==> config.mk <==
export PLATFORM = sky130hd
export DESIGN_NAME = debounce_bank
export DESIGN_NICKNAME = d
export VERILOG_FILES = /design/src/rtl/debounce_bank.sv
export SDC_FILE = /design/constraint.sdc
export NUM_CORES = 1
export LEC_CHECK = 0
export CORE_ASPECT_RATIO = 0.75
export CORE_UTILIZATION = 68
export CTS_BUF_LIST = sky130_fd_sc_hd__clkbuf_4 sky130_fd_sc_hd__clkbuf_8
export DETAILED_ROUTE_END_ITERATION = 8
export PLACE_DENSITY = 0.88
export SETUP_SLACK_MARGIN = 0.02
export SLEW_MARGIN = 15
export SYNTH_ARGS = -nofsm -noshare
export SYNTH_HDL_FRONTEND = slang
export SYNTH_SLANG_ARGS = --single-unit
==> constraint.sdc <==
create_clock -name clk -period 4.2 [get_ports clk]
set_input_delay 1.05 -clock clk [delete_from_list [all_inputs] [get_ports clk]]
set_output_delay 1.05 -clock clk [all_outputs]
set_load 0.01 [all_outputs]
==> src/rtl/debounce_bank.sv <==
// debounce_bank: N_CH independent push-button debouncers on a single clock.
// Each channel: 2-flop synchronizer -> 4-state debounce FSM (ZERO, WAIT1,
// ONE, WAIT0) with a down-counter -> registered level and edge ticks.
// Optional auto-repeat (repeat_tick while a channel is held in ONE) is
// compiled only when the macro DEBOUNCE_BANK_REPEAT_EN is defined; otherwise
// repeat_tick is tied low and no hold/repeat counters exist.
// Reset is synchronous and active-high.

module debounce_bank #(
  parameter int N_CH             = 4,
  parameter int CLK_FREQ         = 27_000_000,
  parameter int DEBOUNCE_TIME_MS = 20,
  parameter int HOLD_MS          = 500,
  parameter int REPEAT_MS        = 100
) (
  input  logic            clk,
  input  logic            reset,
  input  logic [N_CH-1:0] noisy_in,
  output logic [N_CH-1:0] clean_level,
  output logic [N_CH-1:0] rise_tick,
  output logic [N_CH-1:0] fall_tick,
  output logic [N_CH-1:0] repeat_tick
);

  localparam int CYCLES_PER_MS = CLK_FREQ / 1000;
  localparam int COUNT_CYCLES  = CYCLES_PER_MS * DEBOUNCE_TIME_MS;
  localparam int CNT_W         = $clog2(COUNT_CYCLES + 1);

  // Value loaded on entering a WAIT state: the exit check happens the cycle
  // the counter is already 0, so COUNT_CYCLES-1 gives COUNT_CYCLES wait edges.
  localparam logic [CNT_W-1:0] CNT_LOAD = CNT_W'(COUNT_CYCLES - 1);
  localparam logic [CNT_W-1:0] CNT_ONE  = CNT_W'(1);

  // Elaboration-time sanity checks on the configuration.
  if (N_CH < 1 || N_CH > 32) begin : g_bad_n_ch
    $error("debounce_bank: N_CH must be in 1..32");
  end
  if (COUNT_CYCLES < 1) begin : g_bad_count
    $error("debounce_bank: debounce time must be at least one clock cycle");
  end
  if (HOLD_MS < 1 || REPEAT_MS < 1) begin : g_bad_repeat
    $error("debounce_bank: HOLD_MS and REPEAT_MS must be at least 1");
  end

  typedef enum logic [1:0] {
    ZERO  = 2'd0,
    WAIT1 = 2'd1,
    ONE   = 2'd2,
    WAIT0 = 2'd3
  } state_t;

  logic [N_CH-1:0] sync_meta;
  logic [N_CH-1:0] sync_in;

  state_t           state [N_CH];
  logic [CNT_W-1:0] cnt   [N_CH];

  // Two-flop synchronizer bringing the asynchronous inputs into clk domain.
  // NOTE: sequential state is always written with non-blocking (<=) so every
  // flop samples pre-edge values; blocking here would collapse the two stages.
  always_ff @(posedge clk) begin
    if (reset) begin
      sync_meta <= '0;
      sync_in   <= '0;
    end else begin
      sync_meta <= noisy_in;
      sync_in   <= sync_meta;
    end
  end

  // Per-channel debounce FSM with registered level and edge-tick outputs.
  // NOTE: the state/counter arrays are ordinary flops, not RAM, so they are
  // reset like any other register.
  always_ff @(posedge clk) begin
    if (reset) begin
      for (int i = 0; i < N_CH; i++) begin
        state[i] <= ZERO;
        cnt[i]   <= '0;
      end
      clean_level <= '0;
      rise_tick   <= '0;
      fall_tick   <= '0;
    end else begin
      // Ticks are single-cycle: cleared every edge unless set below.
      rise_tick <= '0;
      fall_tick <= '0;
      for (int i = 0; i < N_CH; i++) begin
        case (state[i])
          ZERO: begin
            if (sync_in[i]) begin
              state[i] <= WAIT1;
              cnt[i]   <= CNT_LOAD;
            end
          end
          WAIT1: begin
            if (!sync_in[i]) begin
              state[i] <= ZERO;
            end else if (cnt[i] == '0) begin
              state[i]       <= ONE;
              clean_level[i] <= 1'b1;
              rise_tick[i]   <= 1'b1;
            end else begin
              cnt[i] <= cnt[i] - CNT_ONE;
            end
          end
          ONE: begin
            if (!sync_in[i]) begin
              state[i] <= WAIT0;
              cnt[i]   <= CNT_LOAD;
            end
          end
          WAIT0: begin
            if (sync_in[i]) begin
              state[i] <= ONE;
            end else if (cnt[i] == '0) begin
              state[i]       <= ZERO;
              clean_level[i] <= 1'b0;
              fall_tick[i]   <= 1'b1;
            end else begin
              cnt[i] <= cnt[i] - CNT_ONE;
            end
          end
          default: begin
            state[i] <= ZERO;
            cnt[i]   <= '0;
          end
        endcase
      end
    end
  end

`ifdef DEBOUNCE_BANK_REPEAT_EN

  localparam int HOLD_CYCLES   = CYCLES_PER_MS * HOLD_MS;
  localparam int REPEAT_CYCLES = CYCLES_PER_MS * REPEAT_MS;
  localparam int HOLD_MAX      = (HOLD_CYCLES > REPEAT_CYCLES) ? HOLD_CYCLES : REPEAT_CYCLES;
  localparam int HOLD_W        = $clog2(HOLD_MAX + 1);

  // Loads are one less than the period because the pulse fires on the edge
  // that finds the counter already at 0.
  localparam logic [HOLD_W-1:0] HOLD_LOAD   = HOLD_W'(HOLD_CYCLES - 1);
  localparam logic [HOLD_W-1:0] REPEAT_LOAD = HOLD_W'(REPEAT_CYCLES - 1);
  localparam logic [HOLD_W-1:0] HOLD_ONE    = HOLD_W'(1);

  logic [N_CH-1:0]   enter_one;
  logic [HOLD_W-1:0] hold_cnt [N_CH];

  // Decode, per channel, the edges on which the FSM moves into ONE.
  // NOTE: every always_comb output gets a default first so no path leaves it
  // unassigned, which would otherwise infer a latch.
  always_comb begin
    enter_one = '0;
    for (int i = 0; i < N_CH; i++) begin
      enter_one[i] = sync_in[i] &&
                     ((state[i] == WAIT1 && cnt[i] == '0) || state[i] == WAIT0);
    end
  end

  // Hold/repeat timer: arm on entry to ONE, pulse after the hold time and
  // then at the repeat period while the channel stays in ONE.
  always_ff @(posedge clk) begin
    if (reset) begin
      for (int i = 0; i < N_CH; i++) begin
        hold_cnt[i] <= '0;
      end
      repeat_tick <= '0;
    end else begin
      repeat_tick <= '0;
      for (int i = 0; i < N_CH; i++) begin
        if (state[i] == ONE && sync_in[i]) begin
          if (hold_cnt[i] == '0) begin
            repeat_tick[i] <= 1'b1;
            hold_cnt[i]    <= REPEAT_LOAD;
          end else begin
            hold_cnt[i] <= hold_cnt[i] - HOLD_ONE;
          end
        end else if (enter_one[i]) begin
          hold_cnt[i] <= HOLD_LOAD;
        end else begin
          hold_cnt[i] <= '0;
        end
      end
    end
  end

`else

  // Auto-repeat not built: the port stays for interface compatibility.
  assign repeat_tick = '0;

`endif

endmodule

==> flow_summary.toml <==
[run_status]
status = "finished clean"

[finish]
final_cell_mix = "88 x edfxtp_1, 67 x nor2_1, 43 x a21oi_1"
antenna_cells = 0
syn_to_final_growth_pct = 7.47
fin_area_sq_um = 6140
nNetsFinal = 576
n_fill_cell = 553
drive_gt1_frac = 0.0511
layout.cells.most_common = "edfxtp_1"

[pwr]
p_int_mw = 2.35
pwr-share-seq = 0.513
powerDensity_nw_per_um2 = 614
p_comb_frac = 0.312
p_sw_mw = 1.42
max-vdd-ir-drop_mv = 0.367
clkPwrFrac = 0.174
swShare = 0.377
leakage_nw = 2.16

[die]
io_pins = 22
start_util = 0.712
rows = 28
core_area_sq_um = 8020
die_h_um = 81.4
fp.dieArea_sq_um = 8770
die_w_um = 108

[detailed_routing]
route.detailed.drc = 0
drt_iter0_markers = 287
routed_wl_mm = 11.0
ant_nets = 0
drtPass1Iterations = 5
vias = 4191
avgRoutedWirePerCell_um = 16.4
viasPerCell = 6.24

[critical_path]
cp_slowest_cell = "nor4_1"
endpoint_kind = "flop"
cp.arrival_ns = 3.24
crit_type = "flop to flop"
cp.required_ns = 4.13
worstSetupStartpointType = "flop"
cp_max_fo = 20
worst_path_most_repeated_cell = "nand2_1"
r2r_cells = 5
path_cells = "nor4_1 > nand2_1 > or3_1 > nand2_1 > nand2b_1"
cp_slowest_stage_delay_ns = 0.75

[sta]
fin_worst_skew_ns = 0.0118
period_needed_ns = 3.31
hold_violations = 0
finalSetupViolCount = 0
worst_pin_slew_ns = 0.989
rsz0062_at_grt = "false"
finalSetupTns_ns = 0
fin_crit_sh = 0.788
slew_headroom = 0.335
slew_viol_final = 0
max_freq_mhz = 302

[min_path]
min_path_type = "flop to flop"
holdPathStages = 1

[synthesis]
synth_area_sq_um = 5710
synth_seq_area_share = 0.533
avgSynthCellArea_sq_um = 10.4
yosysTopAreaCell = "edfxtp_1"
yosysTopAreaCellShare = 0.463
ys_warn_count = 0
synth.area.top_cells = "edfxtp_1 46%, dfxtp_1 7.0%, xnor2_1 6.3%"
synthCells = 551
ys_seq_elements = 108
ys_types = 50

[global_route]
first_global_vias = 3739
grt_max_degree = 38
grt_pass1_wl_mm = 17.6
grt_use_total = 0.265
grt-ovfl-total = 0
antenna_found_initial = 0

[place]
placed_area_sq_um = 5930
dp_hpwl_mm = 7.57
gp_congestion = 0.833
io_buffers = 17

[clock_network]
cts_buffers = 9
cts_tree = "built"
clkTransAtPathRegs_ns = 0.10
cts.sinks = 108
htreeDepth = 3
cts-root-buf = "clkbuf_8"
postCtsHoldBufs = 0
insertion_delay_ns = 0.38
cts_setup_buffers = 0
cts.path.max_buffers = 2
cts_resized = 0

[job]
drv_cap = 0
layer usage:
layer  vias to the layer above  track usage  wire [um]
li1                       2004            -          -
met1                      1980        0.350       4750
met2                       190        0.438       5320
met3                        17       0.0538        757
met4                         0       0.0973        164
met5                         -            0          0
Yosys cell counts, drive strengths merged:
| cell type | n |
|---|---|
| buf | 6 |
| nand2 | 41 |
| o21a | 3 |
| clkbuf | 15 |
| nor4bb | 1 |
| nand4b | 2 |
| o21bai | 4 |
| or2 | 5 |
| or3 | 11 |
| a2bb2oi | 1 |
| edfxtp | 88 |
| o22ai | 13 |
| a21oi | 44 |
| a31oi | 1 |
| nor3 | 21 |
| or4 | 11 |
| mux2i | 5 |
| nor3b | 5 |
| o31ai | 1 |
| nand2b | 9 |
| xor2 | 29 |
| and4 | 1 |
| dfxtp | 20 |
| nor2 | 67 |
| nor4 | 18 |
| o21ai | 8 |
| and2 | 1 |
| and3 | 9 |
| ha | 8 |
| o31a | 1 |
| and4bb | 1 |
| nand3b | 2 |
| inv | 14 |
| conb | 1 |
| nor2b | 15 |
| a21o | 5 |
| nand4 | 7 |
| nand3 | 13 |
| xnor2 | 41 |
| nor4b | 2 |
| or4b | 1 |
through the flow:
step	std cells	worst slack (ns)	hold slack (ns)	power (mW)	util
final	672	0.889	0.449	3.77	0.765
after global routing	672	0.606	0.450	3.99	0.765
after CTS	672	0.897	0.450	3.75	0.765
after detailed placement	656	0.931	0.427	3.09	0.739
after global placement	656	1.03	0.420	3.00	0.739
after floorplan	554	1.55	0.414	2.80	-
sequential cells by signal, summed over array words and instances, names as in the netlist:
signal and count:
clean_level 4, sync_in 4, rise_tick 4, sync_meta 4
fall_tick 4, state 8, cnt 80
worst max-delay path, delay by kind of cell, from the launching register on:
| family | cells | cell delay [ns] |
|---|---|---|
| simple gates | 5 | 2.41 |
| flops | 1 | 0.45 |
kinds of logic (layout without fill, tap and decap cells):
| kind of cell | count (synthesis) | in the layout | share of synthesized area |
|---|---|---|---|
| simple gates | 243 | 243 | 0.224 |
| buf+inv | 35 | 48 | 0.0272 |
| mux | 5 | 5 | 0.00876 |
| compound gates | 81 | 81 | 0.0817 |
| xor+xnor | 70 | 70 | 0.107 |
| flops | 108 | 108 | 0.533 |
| other cells | 1 | 4 | 0.000657 |
| fa+ha+maj | 8 | 8 | 0.0175 |
final cells by class:
class | count | area [sq um] | share of cell area
Sequential cell | 108 | 3040 | 0.496
Timing Repair Buffer | 18 | 178 | 0.0289
Multi-Input combinational cell | 411 | 2520 | 0.411
Tap cell | 105 | 131 | 0.0214
Clock buffer | 10 | 138 | 0.0224
Clock inverter | 6 | 71.3 | 0.0116
Inverter | 14 | 52.6 | 0.00856
final timing paths:
check                                   from          to  slack, ns
worst max-delay path               cnt[0][4]  cnt[0][18]       0.89
worst min-delay path            sync_meta[0]  sync_in[0]       0.45
worst max register to register     cnt[0][4]  cnt[0][18]       0.89
worst min register to register  sync_meta[0]  sync_in[0]       0.45
power by group through the flow:
stage / clock [mW] / sequential, mW / combinational [mW]
2_1_floorplan: 0 / 1.79 / 1.02
3_3_place_gp: 0 / 1.91 / 1.09
3_5_place_dp: 0 / 1.94 / 1.15
4_1_cts: 0.669 / 1.92 / 1.16
5_1_grt: 0.703 / 1.98 / 1.31
6_report: 0.657 / 1.93 / 1.18
(Power assumes the default switching activity.)
==> patch (config.mk and constraints unchanged) <==
Change the parameter `CLK_FREQ` from 27_000_000 to 13_500_000.
--- a/src/rtl/debounce_bank.sv
+++ b/src/rtl/debounce_bank.sv
@@ -8,7 +8,7 @@
 
 module debounce_bank #(
   parameter int N_CH             = 4,
-  parameter int CLK_FREQ         = 27_000_000,
+  parameter int CLK_FREQ         = 13_500_000,
   parameter int DEBOUNCE_TIME_MS = 20,
   parameter int HOLD_MS          = 500,
   parameter int REPEAT_MS        = 100
Check against the original RTL: no difference found for any inputs over 10 cycles, from zero or initial values and one cycle with reset high; that may be too few to reach the edited logic, so the function may still have changed.
==> patch against the unedited design <==
- setup slack better by 26 ps
- power shrank 3.7%
- sequential cell count decreased by 4
- wire length is 4.3% lower
- final area down 4.0%
- clock power decreased by 5.8%
- area after synthesis shrank 4.4%
- fmax is 0.78% higher
==> patch: results (changes against the unedited design) <==
metric,value,unit,change
drtPass1Iterations,5,,unchanged
postCtsSetupBuffers,0,,unchanged
timing.fmax,0.3043,GHz,+0.78%
post_synth_fa_ha_maj_area_fraction,0.9164,%,-0.84 points
final.hold.worst_slack,442.2,ps,-6.797 ps
power.static_leakage,0.001948,uW,-9.9%
top_regs,"cnt (76), state (8)",,
placed_cells,626,,-4.6%
status,"finished, final reports clean",,
cts_max_level,3,,unchanged
worst-r2r-setup-slack,910,ps,+30 ps
cts-buffers-inserted,9,,unchanged
asyncSetResetFlopFracSynth,0,%,unchanged
finalClockSkew,13.85,ps,+2.098 ps
crit_arrival,3230,ps,about the same
synth_enable_flop_cells,84,,-4.5%
final_layout_size_suffix_gt1_share,6.470,%,+1.4 points
synth-warning-count,0,,unchanged
number_of_nets_at_the_end_of_the_flow,546,,-5.2%
grt_max_degree,30,,-21%
finalWeightedCongestion,0.8809,,+5.7%
worst_slew_margin_rel,43.40,%,+9.9 points
synth_sequential_area_ratio,53.52,%,+0.24 points
switching_share,38.02,%,+0.36 points
post_cts_resized,0,,unchanged
path_max_fanout,19,,-5.0%
synth_cell_types,52,,+4.0%
grt_util_all_layers,26.87,%,+0.35 points
pwr-share-comb,31.6,%,+0.4 points
synth_xor_area_share,7.537,%,-3.2 points
antenna_found_initial,0,,unchanged
first_global_vias,3817,,+2.1%
crit_path_max_incr_delay,570,ps,-180 ps
grt_pass1_wl,17680,um,+0.55%
synth.area.top_cells,"sky130_fd_sc_hd__edfxtp_1, sky130_fd_sc_hd__dfxtp_1, sky130_fd_sc_hd__xor2_1",,
drt-total-wl,10520,um,-4.3%
detailedRoute.firstIterationViolations,318,,+11%
class_of_the_worst_hold_path,reg -> reg,,
yosys-mux-area-fraction,0,%,-0.88 points
place_area,5695,sq um,-3.9%
synth_compound_gate_area_share,14.23,%,+6.1 points
slowest_stage,sky130_fd_sc_hd__or3_1,,
drt-wirelength-per-cell,16.39,um,+0.21%
dominantRegCellSynth,sky130_fd_sc_hd__edfxtp_1,,
preCtsSetupSlack,961.2,ps,+30.27 ps
max-clock-path-buffers,2,,unchanged
post_synthesis_instance_total,524,,-4.9%
number_of_buffer_cells_added_on_primary_ports,17,,unchanged
drt-vias-per-instance,6.441,,+3.3%
ys_top_cells_by_count,"sky130_fd_sc_hd__edfxtp_1, sky130_fd_sc_hd__a21oi_1, sky130_fd_sc_hd__nor2_1, sky130_fd_sc_hd__o21ai_0, sky130_fd_sc_hd__xor2_1",,
ir_drop,359.6,uV,-2.0%
hpwl,7327,um,-3.2%
==> patch: layout make-up <==
cell class	count	area [sq um]
Sequential cell	104	2923
Multi-Input combinational cell	379	2367
Fill cell	525	1675
Timing Repair Buffer	21	200.2
Clock buffer	11	138.9
Tap cell	101	126.4
Inverter	21	78.83
Clock inverter	5	57.56
==> patch: layer usage <==
layer  vias to the layer above  track usage, %  routed length (um)  share of wire [%]
met1                      1995           36.27                4794                 46
met3                        15           5.469                 516                4.9
met5                         -               0                   0                  0
met4                         0           7.887                 141                1.3
met2                       123           44.41                5069                 48
li1                       2002               -                   -                  -
==> patch: worst reg2reg max path, stage by stage, from the launching register on <==
cell and delay [ps]:
sky130_fd_sc_hd__edfxtp_1 440, sky130_fd_sc_hd__inv_1 100, sky130_fd_sc_hd__ha_1 220, sky130_fd_sc_hd__or4b_1 560
sky130_fd_sc_hd__or3_1 570, sky130_fd_sc_hd__o21ai_0 420, sky130_fd_sc_hd__nand2_1 550
==> patch: path summary, 6_finish.rpt <==
kind | start | endpoint | cells past startpoint
setup / recovery | cnt[1][0]$_SDFFCE_PN0P_ | cnt[1][15]$_SDFFCE_PN0P_ | 6
hold / removal | sync_meta[1]$_SDFF_PP0_ | sync_in[1]$_SDFF_PP0_ | 1
setup reg to reg | cnt[1][0]$_SDFFCE_PN0P_ | cnt[1][15]$_SDFFCE_PN0P_ | 6
hold reg to reg | sync_meta[1]$_SDFF_PP0_ | sync_in[1]$_SDFF_PP0_ | 1
==> patch: logic make-up (layout without fill, tap and decap cells) <==
family	count (synthesis)	after routing
other cells	1	4
compound gates	127	127
flops	104	104
buf+inv	44	58
xor+xnor	47	47
fa+ha+maj	4	4
simple gates	197	197
